$ cat src/rtl/neuron_pkg.sv
// Shared types and saturating/wrapping adder for the neuron array core.
// Build option NEURON_SAT_EN selects clamping instead of two's-complement wrap.
package neuron_pkg;

    typedef enum logic [1:0] {
        IDLE  = 2'd0,
        SWEEP = 2'd1,
        DRAIN = 2'd2
    } neuron_state_e;

    localparam int WSEL_W     = 2;
    localparam int NUM_WTYPES = 4;

    // Operands arrive sign-extended from w bits, so the 32-bit sum is the exact (w+1)-bit sum.
    function automatic logic signed [31:0] sat_add(
        input logic signed [31:0] a,
        input logic signed [31:0] b,
        input int                 w
    );
        logic signed [31:0] sum;
`ifdef NEURON_SAT_EN
        logic signed [31:0] hi;
        logic signed [31:0] lo;
        sum = a + b;
        hi  = (32'sd1 <<< (w - 1)) - 32'sd1;
        lo  = -(32'sd1 <<< (w - 1));
        if (sum > hi) begin
            return hi;
        end else if (sum < lo) begin
            return lo;
        end
        return sum;
`else
        sum = a + b;
        return (sum <<< (32 - w)) >>> (32 - w);
`endif
    endfunction

endpackage

$ cat src/rtl/neuron_update.sv
// Combinational leak, threshold and reset unit shared by all neurons in the sweep.
// Leak is only used for the threshold decision; an unfired neuron keeps its old potential.
module neuron_update
    import neuron_pkg::*;
#(
    parameter int POT_W = 8
) (
    input  logic signed [POT_W-1:0] pot_i,
    input  logic signed [POT_W-1:0] leak_i,
    input  logic signed [POT_W-1:0] pos_thr_i,
    input  logic signed [POT_W-1:0] neg_thr_i,
    input  logic signed [POT_W-1:0] pos_reset_i,
    input  logic signed [POT_W-1:0] neg_reset_i,
    output logic signed [POT_W-1:0] pot_o,
    output logic                    spike_o
);

    logic signed [POT_W-1:0] leaked;

    always_comb begin
        leaked  = POT_W'(sat_add(32'(pot_i), 32'(leak_i), POT_W));
        pot_o   = pot_i;
        spike_o = 1'b0;
        if (leaked >= pos_thr_i) begin
            pot_o   = pos_reset_i;
            spike_o = 1'b1;
        end else if (leaked < neg_thr_i) begin
            pot_o = neg_reset_i;
        end
    end

endmodule

$ cat src/rtl/neuron_array_core.sv
// Time-multiplexed integrate-and-fire neuron array: event accumulation, swept update, spike stream.
// Arithmetic saturates when NEURON_SAT_EN is defined, otherwise wraps.
module neuron_array_core
    import neuron_pkg::*;
#(
    parameter  int NUM_NEURONS = 16,
    parameter  int POT_W       = 8,
    localparam int IDX_W       = $clog2(NUM_NEURONS)
) (
    input  logic                          clk_i,
    input  logic                          rst_ni,
    input  logic                          ev_valid_i,
    output logic                          ev_ready_o,
    input  logic [IDX_W-1:0]              ev_idx_i,
    input  logic [WSEL_W-1:0]             ev_wsel_i,
    input  logic [NUM_WTYPES*POT_W-1:0]   weight_i,
    input  logic signed [POT_W-1:0]       leak_i,
    input  logic signed [POT_W-1:0]       pos_thr_i,
    input  logic signed [POT_W-1:0]       neg_thr_i,
    input  logic signed [POT_W-1:0]       pos_reset_i,
    input  logic signed [POT_W-1:0]       neg_reset_i,
    input  logic                          picture_done_i,
    input  logic                          clear_i,
    output logic                          spike_valid_o,
    input  logic                          spike_ready_i,
    output logic [IDX_W-1:0]              spike_idx_o,
    output logic                          busy_o,
    output logic                          done_o
);

    neuron_state_e           state_q, state_d;
    logic [IDX_W-1:0]        k_q, k_d;
    logic                    spike_valid_q, spike_valid_d;
    logic [IDX_W-1:0]        spike_idx_q, spike_idx_d;
    logic signed [POT_W-1:0] pot_q [NUM_NEURONS];
    logic signed [POT_W-1:0] pot_d [NUM_NEURONS];

    logic signed [POT_W-1:0] ev_weight;
    logic                    ev_in_range;
    logic                    slot_free;
    logic signed [POT_W-1:0] upd_pot;
    logic                    upd_spike;

    assign ev_weight   = weight_i[ev_wsel_i*POT_W +: POT_W];
    assign ev_in_range = 32'(ev_idx_i) < NUM_NEURONS;
    assign slot_free   = !spike_valid_q || spike_ready_i;

    neuron_update #(
        .POT_W (POT_W)
    ) u_update (
        .pot_i       (pot_q[k_q]),
        .leak_i      (leak_i),
        .pos_thr_i   (pos_thr_i),
        .neg_thr_i   (neg_thr_i),
        .pos_reset_i (pos_reset_i),
        .neg_reset_i (neg_reset_i),
        .pot_o       (upd_pot),
        .spike_o     (upd_spike)
    );

    always_comb begin
        state_d       = state_q;
        k_d           = k_q;
        spike_valid_d = spike_valid_q;
        spike_idx_d   = spike_idx_q;
        pot_d         = pot_q;

        if (spike_valid_q && spike_ready_i) begin
            spike_valid_d = 1'b0;
        end

        case (state_q)
            IDLE: begin
                // Clear beats a coincident event; the sweep still starts on zeroed potentials.
                if (clear_i) begin
                    for (int i = 0; i < NUM_NEURONS; i++) begin
                        pot_d[i] = '0;
                    end
                end else if (ev_valid_i && ev_in_range) begin
                    pot_d[ev_idx_i] = POT_W'(sat_add(32'(pot_q[ev_idx_i]), 32'(ev_weight), POT_W));
                end
                if (picture_done_i) begin
                    state_d = SWEEP;
                    k_d     = '0;
                end
            end
            SWEEP: begin
                if (slot_free) begin
                    pot_d[k_q] = upd_pot;
                    if (upd_spike) begin
                        spike_valid_d = 1'b1;
                        spike_idx_d   = k_q;
                    end
                    if (k_q == IDX_W'(NUM_NEURONS - 1)) begin
                        state_d = DRAIN;
                    end else begin
                        k_d = k_q + IDX_W'(1);
                    end
                end
            end
            DRAIN: begin
                if (slot_free) begin
                    state_d = IDLE;
                end
            end
            default: begin
                state_d = IDLE;
            end
        endcase
    end

    always_ff @(posedge clk_i or negedge rst_ni) begin
        if (!rst_ni) begin
            state_q       <= IDLE;
            k_q           <= '0;
            spike_valid_q <= 1'b0;
            spike_idx_q   <= '0;
            for (int i = 0; i < NUM_NEURONS; i++) begin
                pot_q[i] <= '0;
            end
        end else begin
            state_q       <= state_d;
            k_q           <= k_d;
            spike_valid_q <= spike_valid_d;
            spike_idx_q   <= spike_idx_d;
            pot_q         <= pot_d;
        end
    end

    // done_o must coincide with the DRAIN exit cycle, which depends on this cycle's spike_ready_i.
    assign done_o        = (state_q == DRAIN) && slot_free;
    assign busy_o        = (state_q != IDLE);
    assign ev_ready_o    = (state_q == IDLE);
    assign spike_valid_o = spike_valid_q;
    assign spike_idx_o   = spike_idx_q;

endmodule

$ cat config.mk
export PLATFORM = sky130hd
export DESIGN_NAME = neuron_array_core
export DESIGN_NICKNAME = d
export VERILOG_FILES = /design/src/rtl/neuron_pkg.sv /design/src/rtl/neuron_update.sv /design/src/rtl/neuron_array_core.sv
export SDC_FILE = /design/constraint.sdc
export NUM_CORES = 1
export LEC_CHECK = 0
export BUFFER_PORTS_ARGS = -buffer_cell sky130_fd_sc_hd__buf_2
export CAP_MARGIN = 5
export CORE_ASPECT_RATIO = 1.2
export CORE_MARGIN = 10
export CORE_UTILIZATION = 45
export DETAILED_ROUTE_END_ITERATION = 8
export PLACE_DENSITY = 0.65
export SLEW_MARGIN = 20
export SYNTH_ARGS = -nofsm -noshare
export SYNTH_HDL_FRONTEND = slang
export SYNTH_SLANG_ARGS = --single-unit
$ cat constraint.sdc
create_clock -name clk_i -period 12.3 [get_ports clk_i]
set_input_delay 1.23 -clock clk_i [delete_from_list [all_inputs] [get_ports clk_i]]
set_output_delay 1.23 -clock clk_i [all_outputs]
set_load 0.01 [all_outputs]
==> results.ini, run 1 <==
[synthesis]
ys.flop_type = dfrtp_1
synthCells = 908
netlist_area_um2 = 9780
async_flop_share_pct = 100
yosysSeqAreaShare_pct = 35.6
synth_edf_count = 0
synth_warnings = 0
ys_ff_latch = 139
synth_cell_type_count = 58
syn_nets = 1027
avgSynthCellArea_um2 = 10.8

[global_route]
grt_use_total_pct = 23.2
grt_max_degree = 76
grt_pass1_wl_um = 50900
antenna_found_initial = 0
grt_pass1_vias = 8450
grt_remaining_overflow = 0

[clock_network]
ctsHoldBuffers = 0
clockBufferDepth = 2
clock-sinks = 139
tritoncts = done
postCtsSetupRepairBufs = 0
cts_root_buf = clkbuf_16
cts_made_buffers = 17
cts_resized = 0
cts.reportedPaths.clkPinSlew_ns = 0.07
ctsHtreeMaxLevel = 4
clock_latency_ns = 0.44

[pwr]
internal_power_uw = 1650
combPwrFrac_pct = 61.5
pwr-share-seq_pct = 23.2
swShare_pct = 49.4
power.switching_uw = 1620
power_density_nw_per_um2 = 301
worst_ir_drop_vdd_mv = 0.407
leakage_uw = 0.00465
clkPwrFrac_pct = 15.3

[worst_setup_path]
cp.arrival_ns = 6.71
crit_chain = buf_4 > mux4_1 > mux4_2 > ha_1 > a21oi_1 > o21bai_1 > a21oi_1 > o21ai_0 > xnor2_1 > ha_1 > nor4b_1 > o21ai_0 > a41oi_1 > a211o_1 > mux2i_2 > o221ai_1
cp-start-kind = flip-flop
worstPathMaxFanout = 25
slowest_delay_ns = 0.88
path_class = reg2reg
cp_slowest_cell = mux2i_2
end_kind = flip-flop
cp_data_required_time_ns = 12.57

[sta]
final.setup.tns_ns = 0
maxSlewHeadroom_pct = 27.3
min_period_over_period_pct = 52.3
skew_ns = 0.00922
worstMarginPinSlew_ns = 1.08
layout_min_cycle_time_ns = 6.43
setup_viol = 0
hold_viol = 0
max_freq_mhz = 155
rsz0062_at_grt = false
finalMaxSlewViolations = 0

[final_layout]
drive_gt1_share_pct = 24.0
fin_cells = 1240
area_delta_synth_final_pct = 11.2
nets = 1072
final_cell_area_um2 = 10900
layout_commonest_cell = nand2_1
fill_cells = 1929
most-common-layout-cells = nand2_1, dfrtp_1, buf_2
n_antenna_cell = 0

[detailed_routing]
vias = 8546
wl_per_cell_um = 26.5
drt-total-wl_um = 32800
ant_nets = 0
drt-vias-per-instance = 6.89
drt_first_pass_iters = 5
first_iter_violations = 1213
drc = 0

[floorplan]
io-pin-count = 92
num_rows = 59
core_um2 = 21600
start_util_pct = 45.4
die_w_um = 155
die_area_um2 = 28000
fp.dieH_um = 181

[placed_design]
dp_hpwl_um = 23400
dp_cells = 1208
io_buffers = 91
gp_congestion = 0.946
dpl_cell_area_um2 = 10300

[status]
status = completed

[worst_hold_path]
hp-class = reg2reg

[job]
maxCapViolCount = 0

## worst paths after layout
kind,depth (start not counted),slack [ns],end,from
max,16,5.87,pot_q[57],k_q[0]
min,1,0.51,spike_idx_o[2],spike_idx_o[2]
max reg2reg,16,5.87,pot_q[57],k_q[0]
min reg2reg,1,0.51,spike_idx_o[2],spike_idx_o[2]
max in group asynchronous,2,10.11,k_q[0],rst_ni
min in group asynchronous,1,0.77,k_q[2],rst_ni
## flip-flops by register name, indices dropped and copies added, names as in the netlist
name / flops
k_q: 4
pot_q: 128
spike_idx_o: 4
spike_valid_o: 1
state_q: 2
## power by group through the flow
| stage | Sequential, uW | Clock (uW) | Combinational (uW) |
|---|---|---|---|
| 5_1_grt | 773 | 525 | 2150 |
| 2_1_floorplan | 694 | 0 | 1540 |
| 3_5_place_dp | 753 | 0 | 1970 |
| 6_report | 758 | 500 | 2010 |
| 3_3_place_gp | 751 | 0 | 1940 |
| 4_1_cts | 749 | 503 | 1970 |
## cells by family after synthesis
family	count (synthesis)	synth area share, %
simple gates	271	12.5
buf+inv	100	4.81
compound gates	243	17.6
mux	105	23.6
flops	139	35.6
fa+ha+maj	35	4.63
xor+xnor	15	1.34
## worst max-delay path: cells and delay by family, from the launching register on
| kind | cells | cell delay, ns |
|---|---|---|
| multiplexers | 3 | 2.03 |
| AO/OA/AOI/OAI | 8 | 2.00 |
| adder cells (fa/ha/maj) | 2 | 0.58 |
| XOR/XNOR | 1 | 0.17 |
| buffers and inverters | 1 | 0.51 |
| AND/OR/NAND/NOR | 1 | 0.32 |
| flip-flops | 1 | 0.61 |
## final cells by class
cell class	instances	area, um^2	area share, %
Tap cell	274	343	3.15
Clock buffer	17	425	3.91
Clock inverter	15	140	1.29
Sequential cell	139	3480	32.0
Timing Repair Buffer	103	552	5.07
Inverter	23	86.3	0.794
Multi-Input combinational cell	669	5850	53.8
## cells in the mapped netlist, drive strengths merged, types with 3 or more instances
library cell / count / area share [%]
nand2: 150 / 5.8
mux2: 11 / 1.4
mux2i: 7 / 1.4
and2: 4 / 0.26
nor2b: 10 / 0.64
nand4: 3 / 0.19
or3: 14 / 0.90
ha: 33 / 4.2
o21ai: 52 / 2.7
a21o: 4 / 0.31
buf: 28 / 2.0
a211oi: 3 / 0.23
o21bai: 3 / 0.23
a22oi: 24 / 1.8
xnor2: 11 / 0.99
nand3: 15 / 0.77
and3: 9 / 0.58
inv: 23 / 0.88
nor2: 26 / 1.0
mux4: 87 / 21
xor2: 4 / 0.36
or2: 3 / 0.19
nor3: 19 / 0.97
o221ai: 90 / 8.4
clkbuf: 49 / 1.9
nand2b: 12 / 0.77
a21oi: 54 / 2.8
dfrtp: 139 / 36
## routing by layer
layer  share of wire, %  global-route usage, %  vias to the layer above
met5                  0                      0                        -
met4                6.0                   13.0                        0
met3                9.8                   6.12                      135
met2                 46                   35.8                      595
met1                 38                   28.9                     4184
li1                   -                      -                     3632
## metrics by stage
stage | hold WS, ns | util, % | setup WS [ns] | power (uW)
after floorplan | 0.464 | - | 6.79 | 2230
after global placement | 0.486 | 47.8 | 6.05 | 2690
after detailed placement | 0.494 | 47.8 | 5.84 | 2720
after CTS | 0.508 | 50.5 | 5.86 | 3230
after global routing | 0.533 | 50.5 | 5.41 | 3450
final | 0.509 | 50.5 | 5.87 | 3270
Note: power is estimated with default switching activity, not from simulation.
==> run 2: changes to the inputs <==
--- a/config.mk
+++ b/config.mk
@@ -5,6 +5,7 @@
 export SDC_FILE = /design/constraint.sdc
 export NUM_CORES = 1
 export LEC_CHECK = 0
+export ABC_AREA = 1
 export BUFFER_PORTS_ARGS = -buffer_cell sky130_fd_sc_hd__buf_2
 export CAP_MARGIN = 5
 export CORE_ASPECT_RATIO = 1.2
==> constraint.sdc (replaced) <==
create_clock -name clk_i -period 6.7 [get_ports clk_i]
set_input_delay 0.67 -clock clk_i [delete_from_list [all_inputs] [get_ports clk_i]]
set_output_delay 0.67 -clock clk_i [all_outputs]
set_load 0.01 [all_outputs]
==> results.ini, run 2 <==
[status]
status = completed

[synthesis]
yosys.area.top_type = dfrtp_1
synth_top_area_share_pct = 28.9  ; -6.6 points
syn_nets = 1944  ; +89%
synth_warnings = 0  ; unchanged
synth_most_common_cell = nand2_1
synth_xor_area_share_pct = 0.583  ; -0.76 points
synth_commonest_cells = nand2_1, inv_1, nand3_1, dfrtp_1, a21oi_1
synth_adder_area_share_pct = 3.77  ; -0.87 points
yosysSeqAreaShare_pct = 28.9  ; -6.6 points
ys.flop_type = dfrtp_1
synthSimpleGateAreaFrac_pct = 27.5  ; +15 points
synth_area_leaders = dfrtp_1, nand2_1, inv_1
synth_top_family_by_area = simple AND/OR/NAND/NOR gates
synthCells = 1825  ; +100%
avgSynthCellArea_um2 = 6.59  ; -39%
async_flop_share_pct = 100  ; unchanged
ys_ff_latch = 139  ; unchanged
synth_compound_area_share_pct = 23.7  ; +6.1 points
synth_edf_count = 0  ; unchanged
synth_mux_area_share_pct = 0  ; -24 points
synth_cell_type_count = 44  ; -24%
netlist_area_um2 = 12000  ; +23%

[global_route]
grt_pass1_wl_um = 73600  ; +44%
grt_use_total_pct = 28.2  ; +5.0 points
grt_max_degree = 74  ; -2.6%
grt_pass1_vias = 12377  ; +46%
grt_remaining_overflow = 0  ; unchanged
antenna_found_initial = 0  ; unchanged

[final_layout]
fill_cells = 2754  ; +43%
drive_gt1_share_pct = 11.9  ; -12 points
fin_cells = 2198  ; +77%
final_core_util_pct = 49.1  ; -1.4 points
register_area_um2 = 3480  ; unchanged
multi_input_area_um2 = 6680  ; +14%
nets = 1969  ; +84%
final_cell_area_um2 = 12900  ; +19%
layout_commonest_cell = nand2_1
n_antenna_cell = 0  ; unchanged
regMostFlops = pot_q
most-common-layout-cells = nand2_1, inv_1, nand3_1
area_delta_synth_final_pct = 7.60
largest_register_ffs = 128  ; unchanged

[placed_design]
dp_cells = 2166  ; +79%
dpl_cell_area_um2 = 12300  ; +20%
io_buffers = 91  ; unchanged
dp_hpwl_um = 32900  ; +41%
gp_congestion = 0.972  ; +2.8%

[clock_network]
tritoncts = done
ctsHtreeMaxLevel = 4  ; unchanged
clock-sinks = 139  ; unchanged
postCtsSetupRepairBufs = 0  ; unchanged
clock_latency_ns = 0.45  ; about the same
clockBufferDepth = 2  ; unchanged
cts_resized = 0  ; unchanged
cts.reportedPaths.clkPinSlew_ns = 0.07  ; about the same
cts_root_buf = clkbuf_16
ctsHoldBuffers = 0  ; unchanged
cts_made_buffers = 17  ; unchanged

[detailed_routing]
first_iter_violations = 1653  ; +36%
drt-vias-per-instance = 5.95  ; -14%
wl_per_cell_um = 22.1  ; -16%
vias = 13080  ; +53%
drt_first_pass_iters = 6  ; +1
drt-total-wl_um = 48600  ; +48%
ant_nets = 0  ; unchanged
drc = 0  ; unchanged

[worst_setup_path]
r2r-start = k_q[0]
r2r_setup_slack_ns = 1.16  ; -4.70 ns
cp-start-kind = flip-flop
path_class = reg2reg
r2r-end = pot_q[75]
cp.arrival_ns = 5.92  ; -0.79 ns
end_kind = flip-flop
rr_worst_depth = 27  ; +11
worstPathMaxFanout = 50  ; +100%
cp_data_required_time_ns = 7.08  ; -5.49 ns

[sta]
maxSlewHeadroom_pct = 25.7  ; -1.7 points
setup_viol = 0  ; unchanged
hold_viol = 0  ; unchanged
final.setup.tns_ns = 0  ; unchanged
skew_ns = 0.0123  ; +0.00305 ns
min_period_over_period_pct = 82.6  ; +30 points
worstMarginPinSlew_ns = 1.11  ; +0.0277 ns
max_freq_mhz = 181  ; +16%
rsz0062_at_grt = false
layout_min_cycle_time_ns = 5.54  ; -0.898 ns
finalMaxSlewViolations = 0  ; unchanged

[floorplan]
io-pin-count = 92  ; unchanged
fp.dieH_um = 199  ; +9.7%
core_um2 = 26400  ; +22%
die_w_um = 169  ; +9.5%
die_area_um2 = 33700  ; +20%
num_rows = 65  ; +10%
start_util_pct = 45.6  ; +0.27 points

[job]
maxCapViolCount = 0  ; unchanged

[worst_hold_path]
hp-class = in2async

run 2: changes by cell type after synthesis, sizes merged, moves of 43 or more:
cell    before  now
a21boi       0  112
o21ai       52  177
inv         23  312
mux4        87    0
o22ai        1   65
a21oi       54  129
nand3       15  206
nand2      150  433
nor2        26   83
o221ai      90    0
buf         28   71
run 2: critical path: stages, from the launching register on:
cell and delay (ns):
dfrtp_2 0.59, inv_2 0.36, buf_12 0.30, a21oi_1 0.10
o21ai_1 0.13, nand2_1 0.15, nand2_1 0.09, nand2_1 0.06
inv_1 0.11, nand2_2 0.09, ha_1 0.22, fa_1 0.43
nand3_1 0.12, nand2_1 0.06, nand2_1 0.08, nand2_1 0.06
a21oi_1 0.16, xnor2_1 0.12, ha_1 0.28, nand2_1 0.07
nor2_1 0.16, nand2_1 0.12, nand3b_1 0.12, nand3_2 0.12
inv_2 0.28, or2_1 0.71, nand3_1 0.19, a21boi_2 0.15
run 2: per-stage QoR:
| stage | setup WS (ns) | hold WS [ns] |
|---|---|---|
| after floorplan | 2.61 | 0.374 |
| after global placement | 1.39 | 0.464 |
| after detailed placement | 1.29 | 0.465 |
| after CTS | 1.25 | 0.268 |
| after global routing | 0.697 | 0.284 |
| final | 1.16 | 0.228 |
run 2: how the worst max path moves through the flow:
stage	from	to	slack, ns	cells past startpoint
CTS	k_q[0]	pot_q[75]	1.25	27
floorplan	k_q[0]	pot_q[75]	2.61	30
detailed placement	k_q[0]	pot_q[75]	1.29	27
global placement	k_q[0]	pot_q[27]	1.39	27
global route	k_q[0]	pot_q[75]	0.70	28
finish	k_q[0]	pot_q[75]	1.16	27
run 2: final cells by class:
cell class / count / share of cell area (%)
Multi-Input combinational cell: 1276 / 51.7
Sequential cell: 139 / 26.9
Inverter: 312 / 9.15
Timing Repair Buffer: 104 / 4.42
Clock buffer: 19 / 3.35
Tap cell: 335 / 3.24
Clock inverter: 13 / 1.30
run 2: kinds of logic (layout without fill, tap and decap cells):
kind of cell | after synthesis | in the layout
adder cells (fa/ha/maj) | 35 | 35
flip-flops | 139 | 139
AO/OA/AOI/OAI | 488 | 488
AND/OR/NAND/NOR | 745 | 745
XOR/XNOR | 8 | 8
buffers and inverters | 410 | 448
run 2: metal layers:
layer	track usage [%]	wire length, um	vias up
li1	-	-	5987
met1	34.5	18500	6053
met2	45.0	22100	813
met3	5.82	4860	227
met4	16.8	3190	0
met5	0	0	-
Power of run 2 is not shown: default switching activity piles up to over one toggle a cycle in this logic, so the estimate is an artifact.
